==> src/rtl/sixteen_segment_pkg.sv <==
// Shared definitions for the sixteen-segment scan scheduler.
//   SEG_SLOTS    : segment slots per digit (16 segments + decimal point)
//   scan_state_t : scan FSM encoding
//   char_t       : one character-store entry (blank flag, decimal point, glyph)
//   FONT_TABLE   : active-low glyph patterns, bit15 = a ... bit0 = r
package sixteen_segment_pkg;

  localparam int SEG_SLOTS = 17;

  typedef enum logic [1:0] {
    HOLD       = 2'd0,
    SCAN_BLANK = 2'd1,
    SCAN_DRIVE = 2'd2
  } scan_state_t;

  typedef struct packed {
    logic       blank;
    logic       dp;
    logic [3:0] glyph;
  } char_t;

  localparam char_t BLANK_CHAR = '{blank: 1'b1, dp: 1'b0, glyph: 4'h0};

  // Segment order within a pattern: a,b,c,d,e,f,g,h,k,m,n,u,p,t,s,r (bit15 .. bit0).
  // A 0 bit lights the segment.
  localparam logic [15:0] FONT_TABLE [16] = '{
    16'h00FF,  // 0
    16'hCFFF,  // 1
    16'h11E7,  // 2
    16'h03E7,  // 3
    16'hCEE7,  // 4
    16'h22E7,  // 5
    16'h20E7,  // 6
    16'h0FFF,  // 7
    16'h00E7,  // 8
    16'h02E7,  // 9
    16'h0CE7,  // A
    16'h03B5,  // B
    16'h30FF,  // C
    16'h03BD,  // D
    16'h30E7,  // E
    16'h3CEF   // F
  };

endpackage

==> src/rtl/sixteen_segment_font.sv <==
// Glyph decoder: maps a hex glyph code to its active-low 16-segment pattern.
//   glyph   in  4   hex glyph code 0..F
//   pattern out 16  active-low segments, bit15 = a ... bit0 = r
module sixteen_segment_font
  import sixteen_segment_pkg::*;
(
  input  logic [3:0]  glyph,
  output logic [15:0] pattern
);

  assign pattern = FONT_TABLE[glyph];

endmodule

==> src/rtl/sixteen_segment_scan_scheduler.sv <==
// Scan scheduler for a multi-digit common-anode 16-segment display. A
// double-buffered character store feeds a scanner that lights one segment of
// one digit at a time, so the shared current-limit resistor always carries
// a single segment's current.
//
// Optional feature macro: SIXTEEN_SEGMENT_PWM_EN adds a brightness[3:0] input
// that shortens the lit part of every drive phase.
//
// Ports:
//   CLK            in   1           system clock, posedge
//   reset          in   1           synchronous, active-high
//   enable         in   1           1 = scan, 0 = dark and parked at frame start
//   brightness     in   4           (PWM build only) lit fraction in 1/16ths
//   wr_valid       in   1           host write request
//   wr_ready       out  1           shadow buffer accepts a write
//   wr_addr        in   DW          digit index
//   wr_char        in   4           hex glyph code
//   wr_dp          in   1           decimal point lit
//   wr_blank       in   1           digit fully dark
//   commit         in   1           request shadow->active swap at next frame start
//   commit_pending out  1           swap requested, not yet performed
//   frame_start    out  1           pulse on the first cycle of digit 0 slot 0
//   segment_n      out  17          active-low cathodes {a..r,dp}, bit16 = a
//   digit_en       out  NUM_DIGITS  active-high anode enables, at most one set
module sixteen_segment_scan_scheduler
  import sixteen_segment_pkg::*;
#(
  parameter  int NUM_DIGITS   = 4,
  parameter  int DWELL_CYCLES = 4096,
  parameter  int BLANK_CYCLES = 256,
  localparam int DW           = (NUM_DIGITS > 1) ? $clog2(NUM_DIGITS) : 1
) (
  input  logic                  CLK,
  input  logic                  reset,
  input  logic                  enable,
`ifdef SIXTEEN_SEGMENT_PWM_EN
  input  logic [3:0]            brightness,
`endif
  input  logic                  wr_valid,
  output logic                  wr_ready,
  input  logic [DW-1:0]         wr_addr,
  input  logic [3:0]            wr_char,
  input  logic                  wr_dp,
  input  logic                  wr_blank,
  input  logic                  commit,
  output logic                  commit_pending,
  output logic                  frame_start,
  output logic [16:0]           segment_n,
  output logic [NUM_DIGITS-1:0] digit_en
);

  localparam int          CW           = (DWELL_CYCLES > 1) ? $clog2(DWELL_CYCLES) : 1;
  localparam int          DRIVE_CYCLES = DWELL_CYCLES - BLANK_CYCLES;
  localparam logic [CW-1:0] DWELL_LAST = CW'(DWELL_CYCLES - 1);
  localparam logic [CW-1:0] BLANK_LAST = CW'(BLANK_CYCLES - 1);
  localparam logic [4:0]  SLOT_LAST    = 5'(SEG_SLOTS - 1);
  localparam logic [DW-1:0] DIGIT_LAST = DW'(NUM_DIGITS - 1);
  // Each slot opens in the blank phase unless there is no blank phase at all.
  localparam scan_state_t SLOT_ENTRY   = (BLANK_CYCLES > 0) ? SCAN_BLANK : SCAN_DRIVE;

  scan_state_t   state;
  logic [CW-1:0] dwell;
  logic [4:0]    slot;
  logic [DW-1:0] digit;

  char_t shadow_buf [NUM_DIGITS];
  char_t active_buf [NUM_DIGITS];

  logic                  frame_first;
  logic                  do_swap;
  logic                  wr_fire;
  logic                  pwm_on;
  logic                  lit;
  char_t                 cur;
  logic [15:0]           glyph_pattern;
  logic [16:0]           seg_next;
  logic [NUM_DIGITS-1:0] digit_onehot;

  assign wr_ready = ~commit_pending;
  assign wr_fire  = wr_valid && wr_ready;

  // Counter state sitting on digit 0 / slot 0 / cycle 0 while scanning: the
  // swap and the frame_start pulse both land on the edge that leaves it.
  assign frame_first = enable && (state != HOLD) && (dwell == '0) &&
                       (slot == '0) && (digit == '0);
  assign do_swap     = frame_first && commit_pending;

  // The buffer being swapped in is already what this frame shows, even on
  // the edge that performs the swap.
  assign cur = do_swap ? shadow_buf[digit] : active_buf[digit];

  sixteen_segment_font u_font (
    .glyph   (cur.glyph),
    .pattern (glyph_pattern)
  );

`ifdef SIXTEEN_SEGMENT_PWM_EN
  logic [CW-1:0] drive_offset;
  assign drive_offset = dwell - CW'(BLANK_CYCLES);
  assign pwm_on = int'(drive_offset) < (int'({28'd0, brightness}) * DRIVE_CYCLES) / 16;
`else
  assign pwm_on = 1'b1;
`endif

  assign lit          = enable && (state == SCAN_DRIVE) && !cur.blank && pwm_on;
  assign digit_onehot = NUM_DIGITS'(1) << digit;

  always_comb begin
    // NOTE: default every output of the block first so no path leaves it
    // unassigned and infers a latch.
    seg_next = '1;
    if (slot == SLOT_LAST) begin
      seg_next[0] = ~cur.dp;
    end else begin
      seg_next[5'd16 - slot] = glyph_pattern[4'(5'd15 - slot)];
    end
  end

  // NOTE: sequential state uses non-blocking assignments only, so every
  // register samples pre-edge values regardless of statement order.
  always_ff @(posedge CLK) begin
    if (reset) begin
      state          <= HOLD;
      dwell          <= '0;
      slot           <= '0;
      digit          <= '0;
      commit_pending <= 1'b0;
      frame_start    <= 1'b0;
      segment_n      <= '1;
      digit_en       <= '0;
      // NOTE: the character store is a handful of flops that must read as
      // blank after reset, so it is reset explicitly rather than inferred as RAM.
      for (int d = 0; d < NUM_DIGITS; d++) begin
        shadow_buf[d] <= BLANK_CHAR;
        active_buf[d] <= BLANK_CHAR;
      end
    end else begin
      // Out-of-range addresses match no entry and are dropped.
      for (int d = 0; d < NUM_DIGITS; d++) begin
        if (wr_fire && (wr_addr == DW'(d))) begin
          shadow_buf[d] <= '{blank: wr_blank, dp: wr_dp, glyph: wr_char};
        end
      end

      if (do_swap) begin
        for (int d = 0; d < NUM_DIGITS; d++) begin
          active_buf[d] <= shadow_buf[d];
        end
        commit_pending <= 1'b0;
      end else if (commit) begin
        commit_pending <= 1'b1;
      end

      frame_start <= frame_first;
      segment_n   <= lit ? seg_next : '1;
      digit_en    <= lit ? digit_onehot : '0;

      if (!enable) begin
        state <= HOLD;
        dwell <= '0;
        slot  <= '0;
        digit <= '0;
      end else begin
        case (state)
          HOLD: state <= SLOT_ENTRY;
          SCAN_BLANK, SCAN_DRIVE: begin
            if (dwell == DWELL_LAST) begin
              dwell <= '0;
              state <= SLOT_ENTRY;
              if (slot == SLOT_LAST) begin
                slot  <= '0;
                digit <= (digit == DIGIT_LAST) ? '0 : digit + 1'b1;
              end else begin
                slot <= slot + 1'b1;
              end
            end else begin
              dwell <= dwell + 1'b1;
              if ((state == SCAN_BLANK) && (dwell == BLANK_LAST)) begin
                state <= SCAN_DRIVE;
              end
            end
          end
          default: state <= HOLD;
        endcase
      end
    end
  end

endmodule

==> config.mk <==
export PLATFORM = sky130hd
export DESIGN_NAME = sixteen_segment_scan_scheduler
export DESIGN_NICKNAME = d
export VERILOG_FILES = /design/src/rtl/sixteen_segment_pkg.sv /design/src/rtl/sixteen_segment_font.sv /design/src/rtl/sixteen_segment_scan_scheduler.sv
export SDC_FILE = /design/constraint.sdc
export NUM_CORES = 1
export LEC_CHECK = 0
export ABC_AREA = 1
export CORE_AREA = 10 10 99 118
export DETAILED_ROUTE_END_ITERATION = 10
export DIE_AREA = 0 0 109 128
export HOLD_SLACK_MARGIN = 0.02
export PLACE_DENSITY = 0.86
export SLEW_MARGIN = 20
export SYNTH_ARGS = -nofsm -noshare
export SYNTH_HDL_FRONTEND = slang
export SYNTH_SLANG_ARGS = --single-unit
==> constraint.sdc <==
create_clock -name CLK -period 3.3 [get_ports CLK]
set_input_delay 0.66 -clock CLK [delete_from_list [all_inputs] [get_ports CLK]]
set_output_delay 0.66 -clock CLK [all_outputs]
set_load 0.1 [all_outputs]
---- Word-level counts from Yosys, hierarchy flattened ----
Memories as Yosys holds them, arrays and structs flattened. A register that Yosys moved wholly into a read port is not among the register bits.
Cells that the tools add are included.
storage, ports and cells
  bits in registers ....................... 44
  memory bits (writable) .................. 48
  bits in read-only memories .............. 256
  bits of input ports ..................... 13
  output and inout bits ................... 24
  logic and storage cells ................. 118
  memories kept ........................... 3
memory list
  memory           depth  bits a word  read ports  clocked after memory_dff  write ports  RTL line                              source
  (no name shown)  16     16           1           0                         0            sixteen_segment_font.sv:11            assign pattern = FONT_TABLE[glyph];
  active_buf       4      6            1           1                         4            sixteen_segment_scan_scheduler.sv:67  char_t active_buf [NUM_DIGITS];
  shadow_buf       4      6            5           1                         4            sixteen_segment_scan_scheduler.sv:66  char_t shadow_buf [NUM_DIGITS];
cells by class
  add/subtract/negate cells ............... 5
  $lt $le $gt $ge ......................... 4
  equal/unequal tests ..................... 10
  shift operators ......................... 1
  mux-type cells .......................... 43
  bitwise gates (word level) .............. 15
  reduce and logical (&&, ||, !) cells .... 28
operators by type and width
  kind                     count
  $mux W6                  9
  $mux W16                 2
  $mux W1                  20
  $not A17 Y17             1
  $or A17 B17 Y17          1
  $logic_and A1 B1 Y1      14
  $mux W2                  7
  $add A12 B1 Y12 const B  1
  $eq A12 B12 Y1 const B   1
  $eq A12 B8 Y1 const B    1
  $logic_not A12 Y1        1
  $mux W12                 1
  $eq A2 B2 Y1 const B     4
  $or A1 B1 Y1             8
  $reduce_or A2 Y1         4
  $logic_not A2 Y1         3
  $lt A5 B6 Y1 const B     1
  $add A5 B1 Y5 const B    1
  $demux W1 S5             1
  $eq A5 B5 Y1 const B     1
  $ge A5 B1 Y1 const B     1
  $ge A5 B5 Y1 const B     1
  $logic_not A5 Y1         1
  $lt A4 B5 Y1 const B     1
  16 further kinds         20

---- Depth between registers and ports, before layout ----
  word-level depth ........................ 15
  depth in mapped cells ................... 25
  mapped depth without buffers ............ 25

---- Cells and area by module ----
A second synthesis with hierarchy kept.
second synthesis, totals
  cell total of the unflattened synthesis .. 619
  area total of the unflattened synthesis .. 4933.5 um^2
modules (own cells, without submodules)
  module                          times used  cells an instance  area an instance (um^2)  sequential area each (um^2)
  sixteen_segment_scan_scheduler  1           557                4579.4                   2362.3
  sixteen_segment_font            1           62                 354.1                    0.0

---- Worst setup path after synthesis ----
No wires, ideal clock.
  kind .................................... register to register
  start ................................... register slot[0]
  end ..................................... register segment_n[12]
  library setup time ...................... 127 ps
  arrival ................................. 3015 ps
  data required time ...................... 3173 ps
  setup slack ............................. 158 ps
  stages on the path, launching flop included .. 25
  path buffers ............................ 0
  period minus slack after synthesis ...... 3142 ps
  cells stage by stage .................... dfxtp_1 clkinv_1 ha_1 nand3_1 inv_1 ha_1 nand3_1 nor2_2 nand3_4 nand2_1 nand2_1 inv_1 ha_1 inv_1 nand3_1 nand3_1 nand3_1 nand2_1 inv_1 nand2_1 nand2_1 nand2_2 nand2_4 nor2_4 nand2_1
between the ends
  longest elaborated chain between the ends .. 12
  elaborated cells on any way between the ends .. 25
  those cells by class .................... 2 x add/sub; 2 x order compare; 1 x eq/ne; 7 x mux; 4 x bitwise; 8 x reduce/logical; 1 x memory
ends and longest elaborated chain
  item                                          RTL line                               source
  start, declared                               sixteen_segment_scan_scheduler.sv:63   logic [4:0] slot;
  start signal, assigned                        sixteen_segment_scan_scheduler.sv:174  slot <= slot + 1'b1;
  $logic_not A5 Y1                              sixteen_segment_scan_scheduler.sv:85   (slot == '0) && (digit == '0);
  $logic_and A1 B1 Y1                           sixteen_segment_scan_scheduler.sv:84   assign frame_first = enable && (state != HOLD) && (dwell == '0) &&
  $logic_and A1 B1 Y1                           sixteen_segment_scan_scheduler.sv:85
  $logic_and A1 B1 Y1                           sixteen_segment_scan_scheduler.sv:86   assign do_swap = frame_first && commit_pending;
  $mux W6                                       sixteen_segment_scan_scheduler.sv:90   assign cur = do_swap ? shadow_buf[digit] : active_buf[digit];
  $not A4 Y5 (implied by the code)              sixteen_segment_font.sv:11
  $mem_v2 Z16 W16                               -
  $mux W16 (implied by the code) (2 in series)  sixteen_segment_font.sv:11
  $bmux W1 S4                                   sixteen_segment_scan_scheduler.sv:115  seg_next[5'd16 - slot] = glyph_pattern[4'(5'd15 - slot)];
  $mux W1 (implied by the code)                 sixteen_segment_scan_scheduler.sv:115
  $or A17 B17 Y17 (no line)                     -
  end signal, assigned                          sixteen_segment_scan_scheduler.sv:155  segment_n <= lit ? seg_next : '1;
  end, declared                                 sixteen_segment_scan_scheduler.sv:48   output logic [16:0] segment_n,
Parallel ways exist; a longest one is shown, timed or not. The select of a mux whose other input is x is not followed.
A chain may end at the register's enable or synchronous reset.

---- Worst setup path after layout ----
  start ................................... register slot[0]
  end ..................................... register segment_n[14]
The elaborated chain is that of the path after synthesis.

==> results.toml <==
[floorplanning]
die_h_um = 128
rows = 39
die_area_mm2 = 0.0140
die_w_um = 109
core-area_mm2 = 0.00942
initial_core_util_pct = 51.3
pin_count = 37

[finish]
post-route-util_pct = 59.6
n_antenna_cell = 0
drive_gt1_share_pct = 11.8
nets = 686
fillCellCount = 798
syn2layout_area_growth_pct = 16.2

[global_routing]
grt_pass1_wl_mm = 16.6
grtUsageTotal_pct = 14.8
first_global_vias = 3853
overflow = 0
grt_antenna_before_repair = 0
grt_max_degree = 25

[sta]
fin_hold_ws_ps = 487
rsz0062_at_grt = "no"
layout_setup_ws_ps = 338
fin_tns_setup_ps = 0
max_freq_ghz = 0.338
setup_violations = 0
finalCritPeriodShare_pct = 89.8
slew_headroom_pct = 67.1
finClkSkew_ps = 8.21
hold_violations = 0
fin_crit_ps = 2960
tightest_slew_ps = 490
slew_violations = 0

[clock_network]
htree_levels = 3
cts_tree = "yes"
cts_buffers = 9
cts_hold_buf = 0
root_buffer = "clkbuf_16"
clock_path_buffers = 2
clk_latency_ps = 340
path_clk_slew_ps = 60
cts_sinks = 94

[power_and_ir_drop]
totalPowerFinal_mw = 2.41
leakagePower_nw = 2.39
ir_drop_mv = 0.333
powerDensity_mw_per_mm2 = 429

[logic_synthesis]
synthFlopType = "edfxtp_1"
synth-edff-count = 48
syn_area_mm2 = 0.00483
async_reset_ff_share_pct = 0
avgSynthCellArea_um2 = 8.05
netlist_instances = 600
syn-num-nets = 637
yosysUniqueCellTypes = 34
ys_seq_area_share_pct = 48.9
ys_warn_count = 0
synth_seq_cells = 94

[min_path]
holdCritPathClass = "reg -> reg"

[worst_setup_path]
worst_r2r_path_depth = 25
crit_required_ps = 3510
cp-end-kind = "flop"
path_max_fanout = 5
arrival_ps = 3170
critPathLaunch = "slot[0]$_SDFFE_PP0P_"
path_class = "reg -> reg"
worstReg2RegEnd = "segment_n[14]$_SDFF_PP1_"
crit_path_start_kind = "flop"
cp-endpoint = "segment_n[14]$_SDFF_PP1_"
reg2reg_slack_ps = 340
r2r-start = "slot[0]$_SDFFE_PP0P_"

[placed_design]
pre_cts_slack_ps = 41.5
dp_hpwl_mm = 7.71
io_buffers = 36
routabilityCongestion = 0.879

[routing]
vias_per_cell = 5.07
routed_wirelength_mm = 10.1
dr.pass1.iters = 5
final_antenna_net_count = 0
drc_errors = 0
wl_per_cell_um = 13.0
vias = 3943
drtIter0Drc = 151

[run]
drv_cap = 0

[status]
status = "complete, no violations"
## Yosys cell counts, types with 3 or more instances
master | n | area share (%)
nor2_1 | 90 | 7.0
nor2_2 | 4 | 0.52
nor2_4 | 5 | 1.2
nand2_1 | 132 | 10
nor3_1 | 21 | 2.2
edfxtp_1 | 48 | 30
inv_1 | 93 | 7.2
nand2_2 | 4 | 0.52
clkbuf_1 | 7 | 0.54
or2_2 | 3 | 0.39
o21ai_0 | 21 | 2.2
dfxtp_1 | 46 | 19
buf_2 | 4 | 0.41
ha_1 | 24 | 6.2
nand4_1 | 7 | 0.91
clkinv_1 | 3 | 0.23
xor2_1 | 6 | 1.1
nand3_1 | 37 | 3.8
a21oi_1 | 22 | 2.3
## cell families after synthesis
family                   after synthesis  share of synthesized area [%]
AO/OA/AOI/OAI                         52                           5.99
buffers and inverters                110                           8.81
XOR/XNOR                               8                           1.45
flip-flops                            94                           48.9
AND/OR/NAND/NOR                      312                           28.6
adder cells (fa/ha/maj)               24                           6.22
## through the flow
step	cells	instance area (µm²)
floorplan	600	4830
global placement	760	5330
detailed placement	760	5330
CTS	776	5590
global route	777	5610
finish	777	5610
## layout by cell type, fill, tap and decap left out, types with 4 or more instances in the layout
| cell | count |
|---|---|
| nor3_1 | 21 |
| inv_1 | 93 |
| clkbuf_16 | 9 |
| edfxtp_1 | 48 |
| nand4_1 | 7 |
| o21ai_0 | 21 |
| nand3_1 | 36 |
| clkdlybuf4s50_1 | 12 |
| clkinv_1 | 5 |
| nor2_4 | 6 |
| xor2_1 | 6 |
| nand2_2 | 4 |
| ha_1 | 24 |
| nand2_1 | 132 |
| nor2_1 | 90 |
| dfxtp_1 | 46 |
| a21oi_1 | 22 |
| buf_4 | 39 |
## power breakdown
part           internal, mW  leakage, nW  switching [mW]
Sequential             1.26        0.847          0.0157
Clock                 0.507        0.128           0.429
Combinational        0.0631         1.42           0.135
## cell type report
cell class,instances,area (µm²),share of cell area [%]
Sequential cell,94,2360,42.1
Multi-Input combinational cell,396,2050,36.5
Timing Repair Buffer,51,413,7.36
Inverter,97,364,6.49
Clock buffer,10,229,4.08
Tap cell,123,154,2.74
Clock inverter,6,38.8,0.691
## what timing repair did
action / in CTS / in global routing
gates resized for setup: 0 / 2
buffers inserted: 0 / 1
endpoints found under the setup margin: 0 / 16
## worst max-delay path: stages (launching register included)
cell and delay (ps):
dfxtp_1 310, clkinv_1 60, ha_1 180, nand3_1 140
inv_1 110, ha_1 160, nand3_2 140, nor2_4 160
nand3_4 100, inv_1 100, nand2_1 50, nand2_1 70
inv_1 90, ha_1 300, inv_1 70, nand3_1 80
nand3_1 90, nand3_1 70, nand2_1 60, inv_1 40
nand2_1 50, nand2_1 50, nand2_2 80, nand2_4 100
nor2_4 120, nand2_1 60
## how the worst min path moves through the flow
stage / startpoint / endpoint / slack (ps) / cells past startpoint
finish: digit[0]$_SDFFE_PP0P_ / digit_en[0]$_SDFF_PP0_ / 490 / 1
global route: dwell[1]$_SDFFE_PP0N_ / dwell[1]$_SDFFE_PP0N_ / 530 / 2
CTS: digit[0]$_SDFFE_PP0P_ / digit_en[0]$_SDFF_PP0_ / 490 / 1
detailed placement: digit[0]$_SDFFE_PP0P_ / digit_en[0]$_SDFF_PP0_ / 480 / 1
global placement: digit[0]$_SDFFE_PP0P_ / digit_en[0]$_SDFF_PP0_ / 470 / 1
floorplan: digit[0]$_SDFFE_PP0P_ / digit_en[0]$_SDFF_PP0_ / 450 / 1
## sequential cells by signal, indices dropped and copies added (netlist names), named ones only
signal	flops
dwell	12
state	2
active_buf	24
shadow_buf	24
digit	2
frame_start	1
digit_en	4
slot	5
segment_n	17
commit_pending	1
## routing by layer
layer	vias up	wire length [µm]	global-route usage, %
met5	-	0	0
met4	0	240	7.54
met3	17	673	3.27
met2	128	5270	27.2
met1	1791	3940	15.2
li1	2007	-	-
(Power assumes the default switching activity.)
==> RTL edit: new RTL, same flow settings <==
Set the parameter `DWELL_CYCLES` to 2048 (it was 4096).
--- a/src/rtl/sixteen_segment_scan_scheduler.sv
+++ b/src/rtl/sixteen_segment_scan_scheduler.sv
@@ -27,5 +27,5 @@
 #(
   parameter  int NUM_DIGITS   = 4,
-  parameter  int DWELL_CYCLES = 4096,
+  parameter  int DWELL_CYCLES = 2048,
   parameter  int BLANK_CYCLES = 256,
   localparam int DW           = (NUM_DIGITS > 1) ? $clog2(NUM_DIGITS) : 1
Formal check against the unedited RTL: same outputs for any inputs over 10 cycles, from zero or initial values and one cycle with reset high; that may be too few to reach the edited logic, so the function may still have changed.
==> RTL edit against the unedited design <==
- total power grew 3.3%
- worst setup slack lost 0.025 ns
- routed wire length grew 3.9%
- final cell count shrank 0.26%
- synthesized area grew 1.2%
- sequential share of layout area shrank 0.64 points
- sequential cell count shrank 1
- final area grew 0.69%
- critical endpoint is now segment_n[1]$_SDFF_PP1_
- largest power group unchanged
==> RTL edit: results (changes against the unedited design) <==
timing:
  min_period_ns: 2.987  # +0.02494 ns
  hold_slack_ns: 0.5065  # +0.01969 ns
  finalClockSkew_ns: 0.005052  # -0.003159 ns
outcome:
  status: "completed"
detailed_routing:
  met3WireLength_um: 670  # -0.45%
  route.met2.wl_um: 5490  # +4.1%
  drt-total-wl_um: 10520  # +3.9%
  dr.first_iter.drc_count: 190  # +26%
  viasPerCell: 5.141  # +1.3%
  avgRoutedWirePerCell_um: 13.58  # +4.1%
placed_design:
  place_inst: 758  # -0.26%
  gp_congestion: 0.8902  # +1.3%
  dp_hpwl_um: 8009  # +3.9%
  dp_worst_setup_slack_ns: 0.08837  # +0.04683 ns
grt:
  track_usage: 0.1522  # +0.004133
  grt_pass1_wl_um: 17040  # +2.3%
  grt_use_met3: 0.03974  # +0.007042
  first_global_vias: 3809  # -1.1%
  grt_use_met2: 0.2757  # +0.003535
  grtUsageMet1: 0.1593  # +0.007627
  grt_max_degree: 29  # +16%
yosys:
  synth_fa_ha_area_frac: 0.06146  # -0.0007487
  synth_area_leaders: "edfxtp_1, dfxtp_1, nand2_1"
  synth_compound_area_frac: 0.06376  # +0.003889
  synthTopCellsByCount: "nand2_1, inv_1, nor2_1"
worst_setup_path:
  r2r_slack_ns: 0.31  # -0.02 ns
  startpoint: "slot[1]$_SDFFE_PP0P_"
  critPathCapture: "segment_n[1]$_SDFF_PP1_"
  crit_arrival_ns: 3.21  # +0.04 ns
power_and_ir_drop:
  pwr-share-clk: 0.411  # +0.022
  power_density_nw_per_um2: 439.8  # +2.6%
  leakage_uw: 0.002451  # +2.5%
  power_frac_seq: 0.507  # -0.022
  vdd_drop_max_v: 0.0003013  # -9.4%
cells_and_area:
  fill_cells: 779  # -2.4%
  drive_gt1_frac: 0.1518  # +0.03410
  layout.nets: 684  # -0.29%
min_path:
  worstHoldEndpoint: "dwell[0]$_SDFFE_PP0N_"
  min_path_cells: 2  # +1
  hp-start: "dwell[0]$_SDFFE_PP0N_"
==> RTL edit: changes by cell type in the layout (fill, tap and decap cells not counted), sizes merged, moves of 2 or more <==
cell    delta
nor3       -5
xor2       -4
clkbuf     +2
o21ai      +2
buf        -2
a21oi      -2
nand2      +5
clkinv     -6
inv        +5
nor2       +3
==> RTL edit: layout make-up <==
type | instances | area (µm²) | area share
Clock buffer | 12 | 236.5 | 0.04186
Clock inverter | 4 | 50.05 | 0.008859
Inverter | 100 | 377.9 | 0.06689
Multi-Input combinational cell | 394 | 2091 | 0.3701
Sequential cell | 93 | 2342 | 0.4146
Tap cell | 123 | 153.9 | 0.02724
Timing Repair Buffer | 49 | 397.9 | 0.07043
==> RTL edit: timing repair <==
item,4_1_cts,5_1_grt
resized for setup,0,1
setup endpoints to repair,0,16
buffers inserted,0,1
==> RTL edit: worst reg2reg max path: cells and delay by family (launching register included) <==
kind,cells,cell delay [ns]
and+or+nand+nor,16,1.38
adders and majority gates,3,0.68
DFF,1,0.32
buffers and inverters,6,0.49
